### config.mk
export PLATFORM = sky130hd
export DESIGN_NAME = face_classifier_mul_arb_flat
export DESIGN_NICKNAME = d
export VERILOG_FILES = /design/src/rtl/face_classifier_mul_arb_if.sv /design/src/rtl/face_classifier_mul_arb.sv /design/src/flat_wrapper.sv
export SDC_FILE = /design/constraint.sdc
export NUM_CORES = 1
export LEC_CHECK = 0
export ABC_AREA = 1
export CELL_PAD_IN_SITES_DETAIL_PLACEMENT = 0
export CELL_PAD_IN_SITES_GLOBAL_PLACEMENT = 2
export CORE_ASPECT_RATIO = 1.4
export CORE_MARGIN = 2
export CORE_UTILIZATION = 20
export DETAILED_ROUTE_END_ITERATION = 10
export PLACE_DENSITY_LB_ADDON = 0.1
export REMOVE_ABC_BUFFERS = 1
export SLEW_MARGIN = 20
export SYNTH_ARGS = -nofsm -noshare
export SYNTH_HDL_FRONTEND = slang
export SYNTH_SLANG_ARGS = --single-unit
### constraint.sdc
create_clock -name ap_clk -period 4.9 [get_ports ap_clk]
set_input_delay 1.225 -clock ap_clk [delete_from_list [all_inputs] [get_ports ap_clk]]
set_output_delay 1.225 -clock ap_clk [all_outputs]
set_load 0.01 [all_outputs]
### src/rtl/face_classifier_mul_arb_if.sv
// face_classifier_mul_arb_if: requester, shared-multiplier and response signals of the multiplier arbiter
interface face_classifier_mul_arb_if #(
  parameter int NUM_REQ    = 4,
  parameter int DATA_WIDTH = 13
);
  logic [NUM_REQ-1:0]            req_valid;
  logic [NUM_REQ-1:0]            req_ready;
  logic [NUM_REQ*DATA_WIDTH-1:0] req_a;
  logic [NUM_REQ*DATA_WIDTH-1:0] req_b;
  logic [DATA_WIDTH-1:0]         mul_din0;
  logic [DATA_WIDTH-1:0]         mul_din1;
  logic [DATA_WIDTH-1:0]         mul_dout;
  logic [NUM_REQ-1:0]            rsp_valid;
  logic [DATA_WIDTH-1:0]         rsp_data;
  logic [1:0]                    in_flight;
  modport master (
    output req_valid, req_a, req_b, mul_dout,
    input  req_ready, mul_din0, mul_din1, rsp_valid, rsp_data, in_flight
  );
  modport slave (
    input  req_valid, req_a, req_b, mul_dout,
    output req_ready, mul_din0, mul_din1, rsp_valid, rsp_data, in_flight
  );
endinterface

### src/rtl/face_classifier_mul_arb.sv
// face_classifier_mul_arb: round-robin sharing of one signed multiplier, two-stage tagged pipeline
module face_classifier_mul_arb #(
  parameter int NUM_REQ    = 4,
  parameter int DATA_WIDTH = 13
) (
  input logic ap_clk,
  input logic ap_rst_n,
  input logic ap_ce,
  face_classifier_mul_arb_if.slave bus
);
  localparam int PW = $clog2(NUM_REQ);
  localparam int W  = DATA_WIDTH;
  logic [NUM_REQ-1:0] rot;
  logic [PW-1:0]      off, gidx, ptr_q, ptr_d, s1_idx_q, s2_idx_q;
  logic [PW:0]        sum;
  logic               gv, xfer, s1_v_q, s2_v_q;
  logic [W-1:0]       a_sel, b_sel, din0_q, din1_q, rsp_q;
  logic [1:0]         inf_d, inf_q;
  // rotate valids so bit 0 is the requester at ptr; lowest set bit wins
  always_comb begin
    rot = NUM_REQ'({bus.req_valid, bus.req_valid} >> ptr_q);
    off = '0;
    for (int k = NUM_REQ - 1; k >= 0; k--) if (rot[k]) off = PW'(k);
    gv = |rot;
    sum = {1'b0, ptr_q} + {1'b0, off};
    gidx = (sum >= (PW+1)'(NUM_REQ)) ? PW'(sum - (PW+1)'(NUM_REQ)) : PW'(sum);
    xfer = gv & ap_ce & ap_rst_n;
    bus.req_ready = xfer ? NUM_REQ'(1) << gidx : '0;
    ptr_d = xfer ? ((gidx == PW'(NUM_REQ - 1)) ? '0 : gidx + 1'b1) : ptr_q;
    a_sel = '0;
    b_sel = '0;
    for (int k = 0; k < NUM_REQ; k++)
      if (gidx == PW'(k)) begin
        a_sel = bus.req_a[k*W +: W];
        b_sel = bus.req_b[k*W +: W];
      end
    inf_d = {1'b0, xfer} + {1'b0, s1_v_q};
    bus.rsp_valid = (ap_ce & s2_v_q) ? NUM_REQ'(1) << s2_idx_q : '0;
  end
  always_ff @(posedge ap_clk or negedge ap_rst_n)
    if (!ap_rst_n) begin
      ptr_q    <= '0;
      s1_v_q   <= 1'b0;
      s1_idx_q <= '0;
      s2_v_q   <= 1'b0;
      s2_idx_q <= '0;
      din0_q   <= '0;
      din1_q   <= '0;
      rsp_q    <= '0;
      inf_q    <= '0;
    end else if (ap_ce) begin
      ptr_q  <= ptr_d;
      s1_v_q <= xfer;
      if (xfer) begin
        s1_idx_q <= gidx;
        din0_q   <= a_sel;
        din1_q   <= b_sel;
      end
      s2_v_q   <= s1_v_q;
      s2_idx_q <= s1_idx_q;
      if (s1_v_q) rsp_q <= bus.mul_dout;
      inf_q <= inf_d;
    end
  assign bus.mul_din0  = din0_q;
  assign bus.mul_din1  = din1_q;
  assign bus.rsp_data  = rsp_q;
  assign bus.in_flight = inf_q;
endmodule

### src/flat_wrapper.sv
// flat-port wrapper written by rule: the top's interface ports become plain ports
module face_classifier_mul_arb_flat 
#(
  parameter int NUM_REQ    = 4,
  parameter int DATA_WIDTH = 13
)
  (ap_clk, ap_rst_n, ap_ce, bus_req_valid, bus_req_a, bus_req_b, bus_mul_dout, bus_req_ready, bus_mul_din0, bus_mul_din1, bus_rsp_valid, bus_rsp_data, bus_in_flight);
  face_classifier_mul_arb_if #(.NUM_REQ(NUM_REQ), .DATA_WIDTH(DATA_WIDTH)) bus_i ();
  input logic ap_clk;
  input logic ap_rst_n;
  input logic ap_ce;
  input wire logic [$bits(bus_i.req_valid)-1:0] bus_req_valid;
  input wire logic [$bits(bus_i.req_a)-1:0] bus_req_a;
  input wire logic [$bits(bus_i.req_b)-1:0] bus_req_b;
  input wire logic [$bits(bus_i.mul_dout)-1:0] bus_mul_dout;
  output wire logic [$bits(bus_i.req_ready)-1:0] bus_req_ready;
  output wire logic [$bits(bus_i.mul_din0)-1:0] bus_mul_din0;
  output wire logic [$bits(bus_i.mul_din1)-1:0] bus_mul_din1;
  output wire logic [$bits(bus_i.rsp_valid)-1:0] bus_rsp_valid;
  output wire logic [$bits(bus_i.rsp_data)-1:0] bus_rsp_data;
  output wire logic [$bits(bus_i.in_flight)-1:0] bus_in_flight;
  assign bus_i.req_valid = bus_req_valid;
  assign bus_i.req_a = bus_req_a;
  assign bus_i.req_b = bus_req_b;
  assign bus_i.mul_dout = bus_mul_dout;
  assign bus_req_ready = bus_i.req_ready;
  assign bus_mul_din0 = bus_i.mul_din0;
  assign bus_mul_din1 = bus_i.mul_din1;
  assign bus_rsp_valid = bus_i.rsp_valid;
  assign bus_rsp_data = bus_i.rsp_data;
  assign bus_in_flight = bus_i.in_flight;
  face_classifier_mul_arb #(.NUM_REQ(NUM_REQ), .DATA_WIDTH(DATA_WIDTH)) u_core (.ap_clk(ap_clk), .ap_rst_n(ap_rst_n), .ap_ce(ap_ce), .bus(bus_i));
endmodule
==> reports/metrics.cfg <==
[worst_setup_path]
endpoint_kind = output pin
path_max_fanout = 3
worstPathCellList = clkdlybuf4s50_1 -> nand2_1 -> nand3_1 -> nand2_1 -> nand3_1 -> a21boi_1 -> ha_1 -> xor2_1 -> inv_1 -> nand3_1 -> nand2_2 -> buf_4 -> ha_2 -> inv_1 -> nor2_1 -> dlygate4sd2_1
arrival_ps = 3450
cp_common_cell = nand3_1
slowest_stage = clkdlybuf4s50_1
worstPathRequired_ps = 3670
crit_family = buffers and inverters
crit_type = in -> out
path_buf_inv = 5
cp_slowest_stage_delay_ps = 440
ff2ff_setup_slack_ps = 1560
start_kind = input port

[yosys]
seq_area_frac_synth = 0.429
syn_area_per_cell_um2 = 8.24
yosysWarnings = 0
syn-instance-count = 347
yosysTopAreaCell = dfrtp_1
synthTopCellsByArea = dfrtp_1 43%, nand2_1 11%, a21oi_1 9.1%, mux2i_1 9.1%, mux2_2 5.9%
yosys.area.top_type_share = 0.429
ys_ff_latch = 49
syn_area_um2 = 2860
synth_cell_type_count = 22

[timing]
max_freq_mhz = 214
period_share = 0.954
drv_slew = 0
fin_ws_ps = 225
clock-skew-final_ps = 4.58
tightest_slew_ps = 686
period_needed_ps = 4670
rsz0062_at_grt = no
setup_viol = 0
maxSlewHeadroom = 0.543
hold_violations = 0

[placement]
hpwl_um = 7880
dpl.cell_count = 697
pre_cts_ws_ps = -149
port_buffers = 172
gp_congestion = 0.745

[cells_and_area]
layoutNonFillerInstCount = 705
final_util = 0.354
area.growth.synth_to_final_pct = 73.1
nFillCells = 1482
drive_above_1_share = 0.0865
n_antenna_cell = 0
layout.nets = 649

[floorplan]
die_w_um = 105
core-area_um2 = 14000
dieArea_um2 = 15300
start_util = 0.205
rows = 51
die_h_um = 145
io_pins = 173

[routing]
routedWlPerCell_um = 15.1
drtIter0Drc = 105
wirelength_um = 10700
antenna_left = 0
dr.pass1.iters = 4
num_vias = 2995
vias_per_cell = 4.25
drc = 0

[global_routing]
grt_overflow = 0
grtUsageTotal = 0.139
grt_max_degree = 50
grt_pass1_wl_um = 16700
antenna_found_initial = 0
grt_pass1_vias = 3138

[clock_tree]
cts_setup_buffers = 0
cts_buffer_depth = 2
hold_buffers = 0
clk_pin_slew_ps = 70
cts-root-buf = clkbuf_16
cts.htree.levels = 2
numCtsBuffers = 5
ctsResizeCount = 4
tritoncts = yes
worstSkewPairLatency_ps = 290
cts.sink_count = 49

[worst_hold_path]
hp-class = reg -> reg

[power_and_ir_drop]
powerDensity_nw_per_um2 = 722
ir_drop_mv = 0.355
p_leak_nw = 2.06

[status]
status = completed

[run]
drv_cap = 0

[sequential cells by signal (all words and copies together) (netlist names)]
| register | flops |
|---|---|
| u_core.s1_idx_q | 2 |
| u_core.bus.mul_din0 | 13 |
| u_core.s2_idx_q | 2 |
| u_core.bus.rsp_data | 13 |
| u_core.ptr_q | 2 |
| u_core.s2_v_q | 1 |
| u_core.bus.in_flight | 2 |
| u_core.bus.mul_din1 | 13 |
| u_core.s1_v_q | 1 |
[metal layers]
metal  track usage  up-vias  routed length (um)
li1              -     1502                   -
met2         0.266      112                5670
met1         0.148     1376                4180
met4        0.0307        0                  82
met3        0.0408        5                 746
met5             0        -                   0
[Yosys cell counts]
master,number
o21bai_4,1
nand3_1,10
buf_2,9
nor3_1,4
inv_2,1
xor2_1,1
nor2_1,32
clkinv_1,1
nand2_1,80
mux2i_1,26
o21ai_0,32
inv_1,12
a21boi_0,1
o21ai_1,1
ha_1,6
buf_4,6
clkbuf_1,6
mux2_2,15
nand2_2,1
a21oi_1,52
dfrtp_1,49
nor2_2,1
[worst reg2reg max path, stage by stage (launching register included)]
cell	delay, ps
dfrtp_1	490
inv_2	90
nand2_1	90
nand3_1	70
nand2_1	100
nand3_1	70
a21boi_1	150
ha_1	180
xor2_1	200
nand2_1	90
nand2_2	80
inv_1	60
ha_1	200
buf_4	270
nor2_2	380
buf_4	280
nand2_1	70
a21oi_1	150
mux2i_1	90
o21ai_0	170
[where the power goes]
group	internal, mW	switching (mW)
Clock	0.193	0.167
Combinational	1.14	1.42
Sequential	0.567	0.0913
[per-stage QoR]
stage               instance area [um2]  setup TNS [ps]  hold slack, ps  power, mW
floorplan                          2750           -27.0             449       2.20
global placement                   4800            -283             466       3.28
detailed placement                 4800            -354             473       3.30
CTS                                4950               0             492       3.68
global route                       4950               0             513       3.97
finish                             4950               0             482       3.58
[path summary, 6_finish.rpt]
| path | from | end | depth (start not counted) |
|---|---|---|---|
| worst max-delay path | bus_req_valid[3] | bus_req_ready[3] | 16 |
| worst min-delay path | u_core.bus.mul_din0[1] | u_core.bus.mul_din0[1] | 2 |
| worst max register to register | u_core.ptr_q[0] | u_core.bus.mul_din0[5] | 19 |
| worst min register to register | u_core.bus.mul_din0[1] | u_core.bus.mul_din0[1] | 2 |
| max in group asynchronous | ap_rst_n | u_core.bus.mul_din0[5] | 2 |
| min in group asynchronous | ap_rst_n | u_core.ptr_q[1] | 2 |
[layout by cell type (no fill, tap or decap)]
cell type	synthesis	final
a21boi_1	0	1
a21oi_1	52	52
buf_2	9	1
buf_4	6	14
clkbuf_16	0	5
clkbuf_2	0	1
clkdlybuf4s50_1	0	167
clkinv_1	1	1
clkinvlp_4	0	1
dfrtp_1	49	49
dlygate4sd2_1	0	2
dlymetal6s2s_1	0	1
ha_1	6	5
ha_2	0	1
inv_1	12	12
inv_2	1	1
inv_6	0	2
mux2_2	15	15
mux2i_1	26	26
nand2_1	80	79
nand2_2	1	2
nand3_1	10	10
nor2_1	32	32
nor2_2	1	1
nor3_1	4	4
o21ai_0	32	32
o21ai_1	1	1
o21bai_4	1	1
xor2_1	1	1
[final cells by class]
class | count | area, um2 | share of cell area
timing repair buffer | 186 | 1820 | 0.367
multi-input combinational | 263 | 1470 | 0.298
sequential | 49 | 1230 | 0.248
tap | 185 | 231 | 0.0468
clock buffer | 5 | 125 | 0.0253
inverter | 14 | 52.6 | 0.0106
clock inverter | 3 | 25.0 | 0.00506
[cell families (layout without fill, tap and decap cells)]
family,after synthesis,after routing,synth area share
buffers and inverters,35,208,0.0578
flip-flops,49,49,0.429
adder cells (fa/ha/maj),6,6,0.0263
XOR/XNOR,1,1,0.00306
multiplexers,41,41,0.150
AO/OA/AOI/OAI,87,87,0.158
AND/OR/NAND/NOR,128,128,0.176
Power figures use the tool's default switching activity.
